--- config.mk ---
export PLATFORM = sky130hd
export DESIGN_NAME = rle_decode_row
export DESIGN_NICKNAME = d
export VERILOG_FILES = /design/src/rtl/rle_decode_row.sv
export SDC_FILE = /design/constraint.sdc
export NUM_CORES = 1
export LEC_CHECK = 0
export CAP_MARGIN = 20
export CORE_UTILIZATION = 53
export DETAILED_ROUTE_END_ITERATION = 10
export PLACE_DENSITY = 0.78
export SETUP_SLACK_MARGIN = 0.3
export SYNTH_ARGS = -nofsm -noshare
export SYNTH_HDL_FRONTEND = slang
export SYNTH_SLANG_ARGS = --single-unit
--- constraint.sdc ---
create_clock -name clk -period 2.9 [get_ports clk]
set_input_delay 0.87 -clock clk [delete_from_list [all_inputs] [get_ports clk]]
set_output_delay 0.87 -clock clk [all_outputs]
set_load 0.02 [all_outputs]
--- src/rtl/rle_decode_row.sv ---
// Row run-length decoder: expands packed (run,level) symbols into 8x8 blocks
// of coefficients and emits them one 64-bit raster row at a time.
module rle_decode_row #(
   parameter int DW   = 8,
   parameter int RW   = 4,
   parameter int NSYM = 8
) (
   input  logic                      clk,
   input  logic                      reset,
   input  logic [NSYM*(RW+DW)-1:0]   in_word,
   input  logic [$clog2(NSYM+1)-1:0] in_count,
   input  logic                      in_valid,
   output logic                      in_ready,
   output logic [8*DW-1:0]           out_row,
   output logic [2:0]                out_row_idx,
   output logic                      out_blk_last,
   output logic                      out_valid,
   input  logic                      out_ready,
   output logic                      err
);

   localparam int SW = RW + DW;
   localparam int WW = NSYM * SW;
   localparam int CW = $clog2(NSYM + 1);
   localparam int PW = $clog2(NSYM);

   typedef enum logic [1:0] {S_IDLE, S_ZERO, S_LEVEL, S_FILL} state_t;

   state_t                r_state, w_state_next;
   logic [WW-1:0]         r_word;
   logic [CW-1:0]         r_count;
   logic [PW-1:0]         r_sym, w_sym_next;
   logic [RW-1:0]         r_run, w_run_next;
   logic [5:0]            r_idx, w_idx_next;
   logic                  r_full, w_full_next;
   logic                  r_err, w_err_next;
   logic [7:0][DW-1:0]    r_asm;
   logic [8*DW-1:0]       r_out_row;
   logic [2:0]            r_out_row_idx;
   logic                  r_out_blk_last;
   logic                  r_out_valid;

   logic [SW-1:0]         w_syms [NSYM];
   logic [SW-1:0]         w_in_sym0;
   logic [SW-1:0]         w_cur_sym;
   logic [SW-1:0]         w_load_sym;
   logic                  w_load;
   logic                  w_adv;
   logic                  w_capture;
   logic                  w_write;
   logic                  w_row_done;
   logic                  w_stall;
   logic                  w_step;
   logic                  w_last;
   logic [DW-1:0]         w_coef;

   // Unpack the buffered word; symbol 0 sits in the top bits.
   genvar gi;
   generate
      for (gi = 0; gi < NSYM; gi++) begin : g_unpack
         assign w_syms[gi] = r_word[WW-1-gi*SW -: SW];
      end
   endgenerate

   assign w_in_sym0  = in_word[WW-1 -: SW];
   assign w_cur_sym  = w_syms[r_sym];
   assign w_last     = (CW'(r_sym) + CW'(1)) == r_count;
   assign w_capture  = in_valid && !r_full && (in_count != '0);
   assign w_write    = (r_state != S_IDLE);
   assign w_row_done = w_write && (r_idx[2:0] == 3'd7);
   // A completing row may only proceed if the output register is free or being emptied now.
   assign w_stall    = w_row_done && r_out_valid && !out_ready;
   assign w_step     = w_write && !w_stall;
   assign w_coef     = (r_state == S_LEVEL) ? w_cur_sym[DW-1:0] : '0;

   // Next-state logic: symbol sequencing, coefficient index and overrun detection.
   always_comb begin
      w_state_next = r_state;
      w_sym_next   = r_sym;
      w_run_next   = r_run;
      w_idx_next   = r_idx;
      w_full_next  = r_full;
      w_err_next   = r_err;
      w_load       = 1'b0;
      w_load_sym   = '0;
      w_adv        = 1'b0;
      if (!r_full) begin
         // A zero-count word is consumed without ever occupying the buffer.
         if (w_capture) begin
            w_full_next = 1'b1;
            w_sym_next  = '0;
            w_load      = 1'b1;
            w_load_sym  = w_in_sym0;
         end
      end else if (w_step) begin
         w_idx_next = r_idx + 6'd1;
         case (r_state)
            S_ZERO: begin
               if (r_idx == 6'd63) begin
                  // Symbol still has coefficients left past the block end: drop them.
                  w_err_next = 1'b1;
                  w_adv      = 1'b1;
               end else if (r_run == RW'(1)) begin
                  w_state_next = S_LEVEL;
               end else begin
                  w_run_next = r_run - RW'(1);
               end
            end
            S_LEVEL: w_adv = 1'b1;
            S_FILL:  w_adv = (r_idx == 6'd63);
            default: w_adv = 1'b0;
         endcase
         if (w_adv) begin
            if (w_last) begin
               w_state_next = S_IDLE;
               w_full_next  = 1'b0;
            end else begin
               w_sym_next = r_sym + PW'(1);
               w_load     = 1'b1;
               w_load_sym = w_syms[r_sym + PW'(1)];
            end
         end
      end
      if (w_load) begin
         if (w_load_sym == '0) begin
            w_state_next = S_FILL;
         end else if (w_load_sym[SW-1:DW] != '0) begin
            w_state_next = S_ZERO;
            w_run_next   = w_load_sym[SW-1:DW];
         end else begin
            w_state_next = S_LEVEL;
         end
      end
   end

   // State, word buffer, row assembly and output register.
   always_ff @(posedge clk) begin
      if (reset) begin
         r_state        <= S_IDLE;
         r_word         <= '0;
         r_count        <= '0;
         r_sym          <= '0;
         r_run          <= '0;
         r_idx          <= '0;
         r_full         <= 1'b0;
         r_err          <= 1'b0;
         r_asm          <= '0;
         r_out_row      <= '0;
         r_out_row_idx  <= '0;
         r_out_blk_last <= 1'b0;
         r_out_valid    <= 1'b0;
      end else begin
         r_state <= w_state_next;
         r_sym   <= w_sym_next;
         r_run   <= w_run_next;
         r_idx   <= w_idx_next;
         r_full  <= w_full_next;
         r_err   <= w_err_next;
         if (w_capture) begin
            r_word  <= in_word;
            r_count <= in_count;
         end
         if (w_step) begin
            if (w_row_done) begin
               r_asm <= '0;
            end else begin
               r_asm[3'd7 - r_idx[2:0]] <= w_coef;
            end
         end
         if (w_step && w_row_done) begin
            // Column 7 is the last coefficient, so it lands in the lowest byte.
            r_out_row      <= {r_asm[7:1], w_coef};
            r_out_row_idx  <= r_idx[5:3];
            r_out_blk_last <= &r_idx[5:3];
            r_out_valid    <= 1'b1;
         end else if (out_ready) begin
            r_out_valid <= 1'b0;
         end
      end
   end

   assign in_ready     = !r_full;
   assign out_row      = r_out_row;
   assign out_row_idx  = r_out_row_idx;
   assign out_blk_last = r_out_blk_last;
   assign out_valid    = r_out_valid;
   assign err          = r_err;

endmodule

==> flow_summary.ini, run 1 <==
[worst_setup_path]
startpoint = r_full
cp.arrival_ns = 1.58
critPathLaunchType = flip-flop
cp.required_ns = 2.03
critPathKind = flip-flop to primary output
r2r_start = r_sym[0]
reg2reg_to = r_asm[18]
reg2reg_slack_ns = 0.46
worstPathMaxFanout = 2
reg2reg_depth = 8
cp-end-kind = primary output

[global_route]
grt.total_usage_pct = 26.7
grt_max_degree = 84
grt_pass1_wl_mm = 42.4
antenna_found_initial = 0
top_usage_layer = met2
grt_overflow = 0
use_met3_pct = 3.44
met2_usage_pct = 44.2
grt_pass1_vias = 8461
met1_usage_pct = 35.2

[detailed_routing]
post_drt_wl_per_cell_um = 16.2
drt-vias-per-instance = 5.69
drt_iter0_markers = 604
drt-total-wl_mm = 26.0
dr.pass1.iters = 10
vias = 9116
ant_nets = 0
drcViolationCount = 12

[synthesis]
netlist_area_mm2 = 0.00998
yosysWarnings = 0
async_reset_ff_share_pct = 0
yosys_register_bits = 242
ys.flop_type = dfxtp_1
seq_area_frac_synth_pct = 48.5
syn_nets = 1333
yosysUniqueCellTypes = 51
synthCells = 1224
synth_enable_flop_cells = 0
syn_area_per_cell_um2 = 8.15

[timing]
max_slew_margin_pct = 58.4
rsz0062_at_grt = yes
fmax_mhz = 408
fin_crit_ns = 2.45
slew_violations = 0
clock_skew_ns = 0.0128
fin_crit_sh_pct = 84.6
setup_tns_ns = 0
setup_viol = 0
worst_slew_pin_slew_ns = 0.617
hold_viol = 0

[clocking]
htreeDepth = 1
clk_latency_ns = 0.52
clkSinkCount = 242
clk_path_buf_depth = 3
post-cts-setup-buffer-count = 0
cts-buffers-inserted = 24
clk_pin_slew_ns = 0.06
cts_root_buf = clkbuf_16
tritoncts = done

[floorplan]
io_pins = 175
die_width_um = 139
start_util_pct = 54.8
row_count = 49
die_h_um = 139
die-area_mm2 = 0.0194
core_mm2 = 0.0182

[worst_hold_path]
min_path_type = flip-flop to flip-flop
whs_path_depth = 2
hp-start = out_row[30]
holdPathEnd = out_row[30]

[place]
place_congestion = 0.878
place_hpwl_mm = 18.1
port_buffers = 174

[cells_and_area]
drive_gt1_share_pct = 8.16
layout_common_cells = nand2_1 (355), dfxtp_1 (241), a21oi_1 (177), clkdlybuf4s50_1 (173), nor2_1 (137)
num-nets-final = 1467
diodes = 0
area_delta_synth_final_pct = 26.9
post-route-util_pct = 69.6
layout_commonest_cell = nand2_1
fill_cells = 1485

[power]
power_density_mw_per_mm2 = 563
peakVddDrop_v = 0.000459
report.power.total_mw = 7.14
p_leak_nw = 4.43

[run]
max-cap-violations = 0

[outcome]
outcome = finished with violations
violations = DRC
[repair_timing]
action | in CTS | in global routing
endpoints found under the hold margin | 0 | 0
endpoints found under the setup margin | 0 | 4
gates resized for setup | 0 | 2
hold buffers | 0 | 0
[worst max-delay path, cell delays in order, from the launching register on]
cell,delay [ns]
dfxtp_1,0.32
inv_1,0.13
clkdlybuf4s50_1,0.62
[per-layer routing]
layer	share of wire, %	routed length (um)	vias to the layer above
li1	-	-	4450
met5	0	0	-
met2	48	12400	315
met4	3.7	971	0
met3	5.6	1450	57
met1	43	11200	4294
[area by class of cell]
| cell class | count | area [um^2] | area share (%) |
|---|---|---|---|
| clock buffers | 30 | 633 | 5.00 |
| clock inverters | 10 | 88.8 | 0.701 |
| inverters | 7 | 26.3 | 0.207 |
| multi-input cells | 885 | 4760 | 37.6 |
| flip-flops and latches | 242 | 4850 | 38.3 |
| well taps | 229 | 287 | 2.26 |
| repair buffers | 198 | 2020 | 16.0 |
[synthesized netlist by cell type (3+ instances only)]
| cell | count | area share, % |
|---|---|---|
| nand2_1 | 355 | 13 |
| dfxtp_1 | 242 | 49 |
| a21oi_1 | 178 | 8.9 |
| nor2_1 | 137 | 5.2 |
| clkbuf_1 | 66 | 2.5 |
| a31oi_1 | 49 | 3.1 |
| mux4_2 | 26 | 5.9 |
| nor4_1 | 19 | 1.2 |
| buf_2 | 15 | 0.75 |
| a32oi_1 | 14 | 1.2 |
| nand3_1 | 9 | 0.45 |
| mux2_2 | 8 | 0.90 |
| o21ai_0 | 8 | 0.40 |
| buf_1 | 7 | 0.26 |
| xnor2_1 | 7 | 0.61 |
| inv_1 | 6 | 0.23 |
| nor3_1 | 6 | 0.30 |
| ha_1 | 5 | 0.63 |
| nor2b_1 | 5 | 0.31 |
| mux2i_1 | 4 | 0.40 |
| nand3b_1 | 4 | 0.30 |
| nor3b_1 | 4 | 0.30 |
| o41ai_1 | 4 | 0.35 |
| or2_2 | 4 | 0.25 |
| xor2_1 | 4 | 0.35 |
| a22oi_1 | 3 | 0.23 |
| and2_1 | 3 | 0.19 |
[power breakdown]
group / internal [mW] / leakage (nW) / total, mW / switching (mW)
logic: 0.337 / 2.11 / 0.724 / 0.388
clock network: 1.63 / 0.357 / 2.90 / 1.27
registers: 3.43 / 1.97 / 3.52 / 0.0899
[how the worst max path moves through the flow]
| stage | depth (start not counted) | slack [ns] | end |
|---|---|---|---|
| final | 2 | 0.45 | in_ready |
| after global routing | 6 | 0.28 | r_asm[32] |
| after CTS | 8 | 0.41 | r_state[1] |
| after detailed placement | 7 | 0.14 | r_state[1] |
| after global placement | 7 | 0.18 | r_state[1] |
| after floorplan | 7 | 0.58 | r_word[19] |
[metrics by stage]
stage / hold slack, ns / setup slack [ns] / instances / instance area [um^2]
final: 0.451 / 0.447 / 1601 / 12700
after global routing: 0.471 / 0.284 / 1601 / 12700
after CTS: 0.454 / 0.411 / 1601 / 12700
after detailed placement: 0.445 / 0.140 / 1561 / 11900
after global placement: 0.436 / 0.179 / 1561 / 11900
after floorplan: 0.432 / 0.576 / 1224 / 9980
[sequential cells by signal (all words and copies together), names as in the netlist]
register      cells
r_word           96
r_count           4
out_valid         1
r_run             4
r_sym             3
out_blk_last      1
out_row          64
r_idx             6
r_full            1
err               1
out_row_idx       3
r_asm            56
r_state           2
[cell families (layout without fill, tap and decap cells)]
| group | count (synthesis) | after routing | share of synthesized area [%] |
|---|---|---|---|
| xor gates and xnor gates | 12 | 12 | 1.13 |
| adders and majority gates | 5 | 5 | 0.627 |
| AOI/OAI and AO/OA | 267 | 267 | 15.3 |
| muxes | 38 | 38 | 7.17 |
| and+or+nand+nor | 563 | 563 | 23.2 |
| DFF | 242 | 242 | 48.5 |
| buffers and inverters | 97 | 245 | 3.99 |
No activity file was read; power rests on OpenSTA's default activity.
==> run 2: changes to the inputs <==
clock period = 2.3 ns   (was 2.9 ns; I/O delays follow)
==> flow_summary.ini, run 2 (synthesized netlist as in run 1, its figures left out) <==
[outcome]
outcome = finished with violations
violations = DRC

[timing]
fmax_mhz = 484
fin_ws_ns = 0.234
setup_tns_ns = 0
rsz0062_at_grt = yes
clock_skew_ns = 0.0139
fin_crit_sh_pct = 89.8
worst_slew_pin_slew_ns = 0.440
setup_viol = 0
hold_viol = 0
fin_crit_ns = 2.07
max_slew_margin_pct = 69.9
slew_violations = 0

[cells_and_area]
area_delta_synth_final_pct = 33.7
largest_reg_flops = 96
layout_common_cells = nand2_1 (345), dfxtp_1 (239), a21oi_1 (173), nor2_1 (135), clkdlybuf4s50_1 (102)
post-route-util_pct = 73.3
drive_gt1_share_pct = 13.6
layout_commonest_cell = nand2_1
diodes = 0
num-nets-final = 1514
largest_register = r_word

[detailed_routing]
drt-vias-per-instance = 5.71
dr.pass1.iters = 8
vias = 9417
drt-total-wl_mm = 27.6
drcViolationCount = 11
ant_nets = 0
post_drt_wl_per_cell_um = 16.7
drt_iter0_markers = 718

[global_route]
antenna_found_initial = 0
grt_pass1_vias = 8792
grt_pass1_wl_mm = 43.9
grt_max_degree = 76
grt_overflow = 0
grt.total_usage_pct = 27.8

[clocking]
clk_pin_slew_ns = 0.06
clk_latency_ns = 0.52
clkSinkCount = 242
htreeDepth = 1
cts-buffers-inserted = 25
tritoncts = done
clk_path_buf_depth = 3
cts_root_buf = clkbuf_16

[floorplan]
start_util_pct = 54.8
row_count = 49
die_h_um = 139
die_width_um = 139
die-area_mm2 = 0.0194
io_pins = 175
core_mm2 = 0.0182

[worst_hold_path]
whs_path_depth = 2
min_path_type = flip-flop to flip-flop
hp-start = out_row[26]
holdPathEnd = out_row[26]

[power]
p_leak_nw = 5.17
peakVddDrop_v = 0.000630
power_density_mw_per_mm2 = 703

[worst_setup_path]
reg2reg_to = r_asm[15]
cp.arrival_ns = 2.46
r2r_start = r_sym[0]
worstPathMaxFanout = 12
critPathLaunchType = flip-flop
cp.required_ns = 2.69
critPathKind = flip-flop to flip-flop
cp-end-kind = flip-flop
reg2reg_depth = 8
reg2reg_slack_ns = 0.23

[place]
place_congestion = 0.942
port_buffers = 174
pre_cts_ws_ns = -0.252
place_hpwl_mm = 18.9

[run]
max-cap-violations = 0
## run 2: cell types whose count changed in the layout (fill, tap and decap cells not counted), moves of 6 or more
cell	change
clkbuf_8	+6
mux2_4	+7
clkdlybuf4s50_1	-71
dlygate4sd2_1	+70
buf_4	+39
mux2_2	-7
nand2_1	-10
## run 2: worst max-delay path by stage
stage	to	startpoint
global placement	r_state[1]	in_count[0]
detailed placement	r_state[1]	in_count[0]
finish	r_asm[15]	r_sym[0]
CTS	r_state[0]	r_sym[0]
global route	r_state[0]	r_sym[0]
floorplan	r_state[1]	in_count[0]
## run 2: metal layers
metal	track usage, %	wire length, um
met3	4.40	1790
met5	0	0
met4	10.4	993
met2	47.7	13300
met1	35.4	11500
## run 2: worst max-delay path, stage by stage (launching register included)
cell and delay (ns):
dfxtp_4 0.39, buf_12 0.16, buf_4 0.12, mux4_2 0.50
mux2_2 0.32, nand2_4 0.15, nor2_1 0.07, a31oi_1 0.16
nor2_1 0.06
## run 2: cell type report
class,count,area [um^2]
fillers,1396,4870
clock buffers,37,741
inverters,7,26.3
multi-input cells,885,5030
well taps,229,287
flip-flops and latches,242,4850
clock inverters,5,53.8
repair buffers,244,2350
## run 2: per-stage QoR
step,power [mW],area (um^2),cells,hold slack (ns)
floorplan,5.04,10000,1224,0.432
global placement,5.45,12200,1591,0.438
detailed placement,5.47,12200,1591,0.447
CTS,9.37,13100,1634,0.452
global route,9.70,13300,1649,0.462
finish,9.38,13300,1649,0.449
## run 2: power by group
group          total [mW]  switching [mW]  internal (mW)
logic                1.05           0.553          0.495
clock network        3.89            1.57           2.32
registers            4.44           0.117           4.32
## run 2: what timing repair did
item / CTS / global route
endpoints found under the setup margin: 145 / 157
cloned: 1 / 0
hold buffers: 0 / 0
endpoints found under the hold margin: 0 / 0
pin swaps: 1 / 10
setup buffers: 0 / 15
resized for setup: 99 / 43
==> run 3: changes to the inputs <==
--- a/config.mk
+++ b/config.mk
@@ -8,2 +8,3 @@
 export CAP_MARGIN = 20
+export CORE_MARGIN = 2
 export CORE_UTILIZATION = 53
--- a/constraint.sdc
+++ b/constraint.sdc
@@ -3,2 +3,2 @@
 set_output_delay 0.69 -clock clk [all_outputs]
-set_load 0.02 [all_outputs]
+set_load 0.005 [all_outputs]
==> flow_summary.ini, run 3 (synthesized netlist as in run 1, its figures left out) <==
[worst_setup_path]
slowest_stage = mux4_2
crit_chain = buf_12 > buf_6 > mux4_2 > mux2_4 > nand2_8 > nor2_4 > a31oi_1 > nor2_1
reg2reg_depth = 8
critPathMaxStageDelay_ns = 0.54
worst-path-stages = 8
critPathLaunchType = flip-flop
cp_num_buf_inv = 2
worstPathMaxFanout = 7
cpLargestDelayFamily = multiplexers
cp.required_ns = 2.69
cp-end-kind = flip-flop
critPathKind = flip-flop to flip-flop
cp.arrival_ns = 2.55

[timing]
setup_viol = 0
fin_crit_sh_pct = 93.9
holdWs_ns = 0.448
rsz0062_at_grt = yes
hold_viol = 0
fin_ws_ns = 0.141
fin_crit_ns = 2.16
fmax_mhz = 463
slew_violations = 0
worst_slew_pin_slew_ns = 0.706
clock_skew_ns = 0.0154
max_slew_margin_pct = 52.8

[cells_and_area]
layout_commonest_cell = nand2_1
layout_common_cells = nand2_1 (344), dfxtp_1 (223), a21oi_1 (166), clkdlybuf4s50_1 (102), nor2_1 (89)
final_cells = 1667
num-nets-final = 1525
fill_cells = 1273
drive_gt1_share_pct = 20.2
largest_register = r_word
stdcell_area_mm2 = 0.0141
diodes = 0
largest_reg_flops = 96
area_delta_synth_final_pct = 41.0

[global_route]
grt_pass1_vias = 8983
grt_max_degree = 65
grt_overflow = 0
grt_pass1_wl_mm = 44.6
antenna_found_initial = 0
grt.total_usage_pct = 27.3

[power]
p_leak_nw = 5.33
power_switching_share_pct = 24.9
peakVddDrop_v = 0.000536
p_int_mw = 7.10
clock_power_share_pct = 41.1
pwr-share-comb_pct = 11.9
p_switching_mw = 2.35
power_density_mw_per_mm2 = 672
report.power.total_mw = 9.45
seq_power_share_pct = 47.0

[clocking]
tritoncts = done
cts_root_buf = clkbuf_16
hold_buffers = 0
clk_path_buf_depth = 3
cts-buffers-inserted = 24
clk_latency_ns = 0.52
clk_pin_slew_ns = 0.06
clkSinkCount = 242
htreeDepth = 1

[place]
dpl_cell_area_mm2 = 0.0123
port_buffers = 174
place_congestion = 0.957
pre_cts_ws_ns = -0.309
place_hpwl_mm = 18.6
dp_cells = 1599

[floorplan]
row_count = 50
start_util_pct = 53.7
core_mm2 = 0.0186
io_pins = 175
die_h_um = 141
die-area_mm2 = 0.0199
die_width_um = 141

[detailed_routing]
ant_nets = 0
drt_iter0_markers = 818
vias = 9688
drcViolationCount = 0
drt-total-wl_mm = 30.0
post_drt_wl_per_cell_um = 18.0
dr.pass1.iters = 7
drt-vias-per-instance = 5.81

[worst_hold_path]
whs_path_depth = 2
min_path_type = flip-flop to flip-flop

[run]
max-cap-violations = 0

[outcome]
outcome = finished, final reports clean
-- run 3: timing repair --
action / in CTS / in global routing
endpoints found under the setup margin: 144 / 158
gates cloned: 2 / 1
buffers inserted: 14 / 8
resized for setup: 165 / 118
endpoints found under the hold margin: 0 / 0
pin swaps: 18 / 83
-- run 3: cell type report --
cell class                 count  area, um^2  share of cell area [%]
clock buffer                  36         717                    5.10
clock inverter                 7        63.8                   0.454
inverter                       7        31.3                   0.222
multi-input combinational    885        5440                    38.7
sequential                   242        4880                    34.7
tap                          234         293                    2.08
timing repair buffer         256        2650                    18.8
-- run 3: worst paths after layout --
kind / slack [ns] / startpoint / end
worst min-delay path: 0.45 / r_asm[63] / out_row[63]
worst max register to register: 0.14 / r_sym[0] / r_asm[25]
worst min register to register: 0.45 / r_asm[63] / out_row[63]
worst max-delay path: 0.14 / r_sym[0] / r_asm[25]
-- run 3: power groups by stage --
stage	registers, mW	logic [mW]	clock network, mW
5_1_grt	4.45	1.20	4.08
6_report	4.44	1.12	3.89
4_1_cts	4.43	1.00	3.92
3_3_place_gp	4.52	0.920	0
2_1_floorplan	4.48	0.557	0
3_5_place_dp	4.52	0.935	0
-- run 3: through the flow --
stage / TNS, ns / util (%)
4_1_cts: 0 / 72.5
2_1_floorplan: 0 / -
6_report: 0 / 75.7
3_3_place_gp: -12.71 / 66.2
3_5_place_dp: -13.59 / 66.2
5_1_grt: 0 / 75.7
-- run 3: per-layer routing --
metal	share of wire [%]	up-vias	global-route usage (%)	wire, um
met5	0	-	0	0
met4	3.5	0	10.2	1040
met3	7.7	92	4.35	2320
met2	49	485	45.8	14700
met1	40	4532	35.7	11900
li1	-	4579	-	-
-- run 3: worst register-to-register path: stages (launching register included) --
cell,delay (ns)
dfxtp_4,0.39
buf_12,0.14
buf_6,0.10
mux4_2,0.54
mux2_4,0.34
nand2_8,0.16
nor2_4,0.05
a31oi_1,0.22
nor2_1,0.10
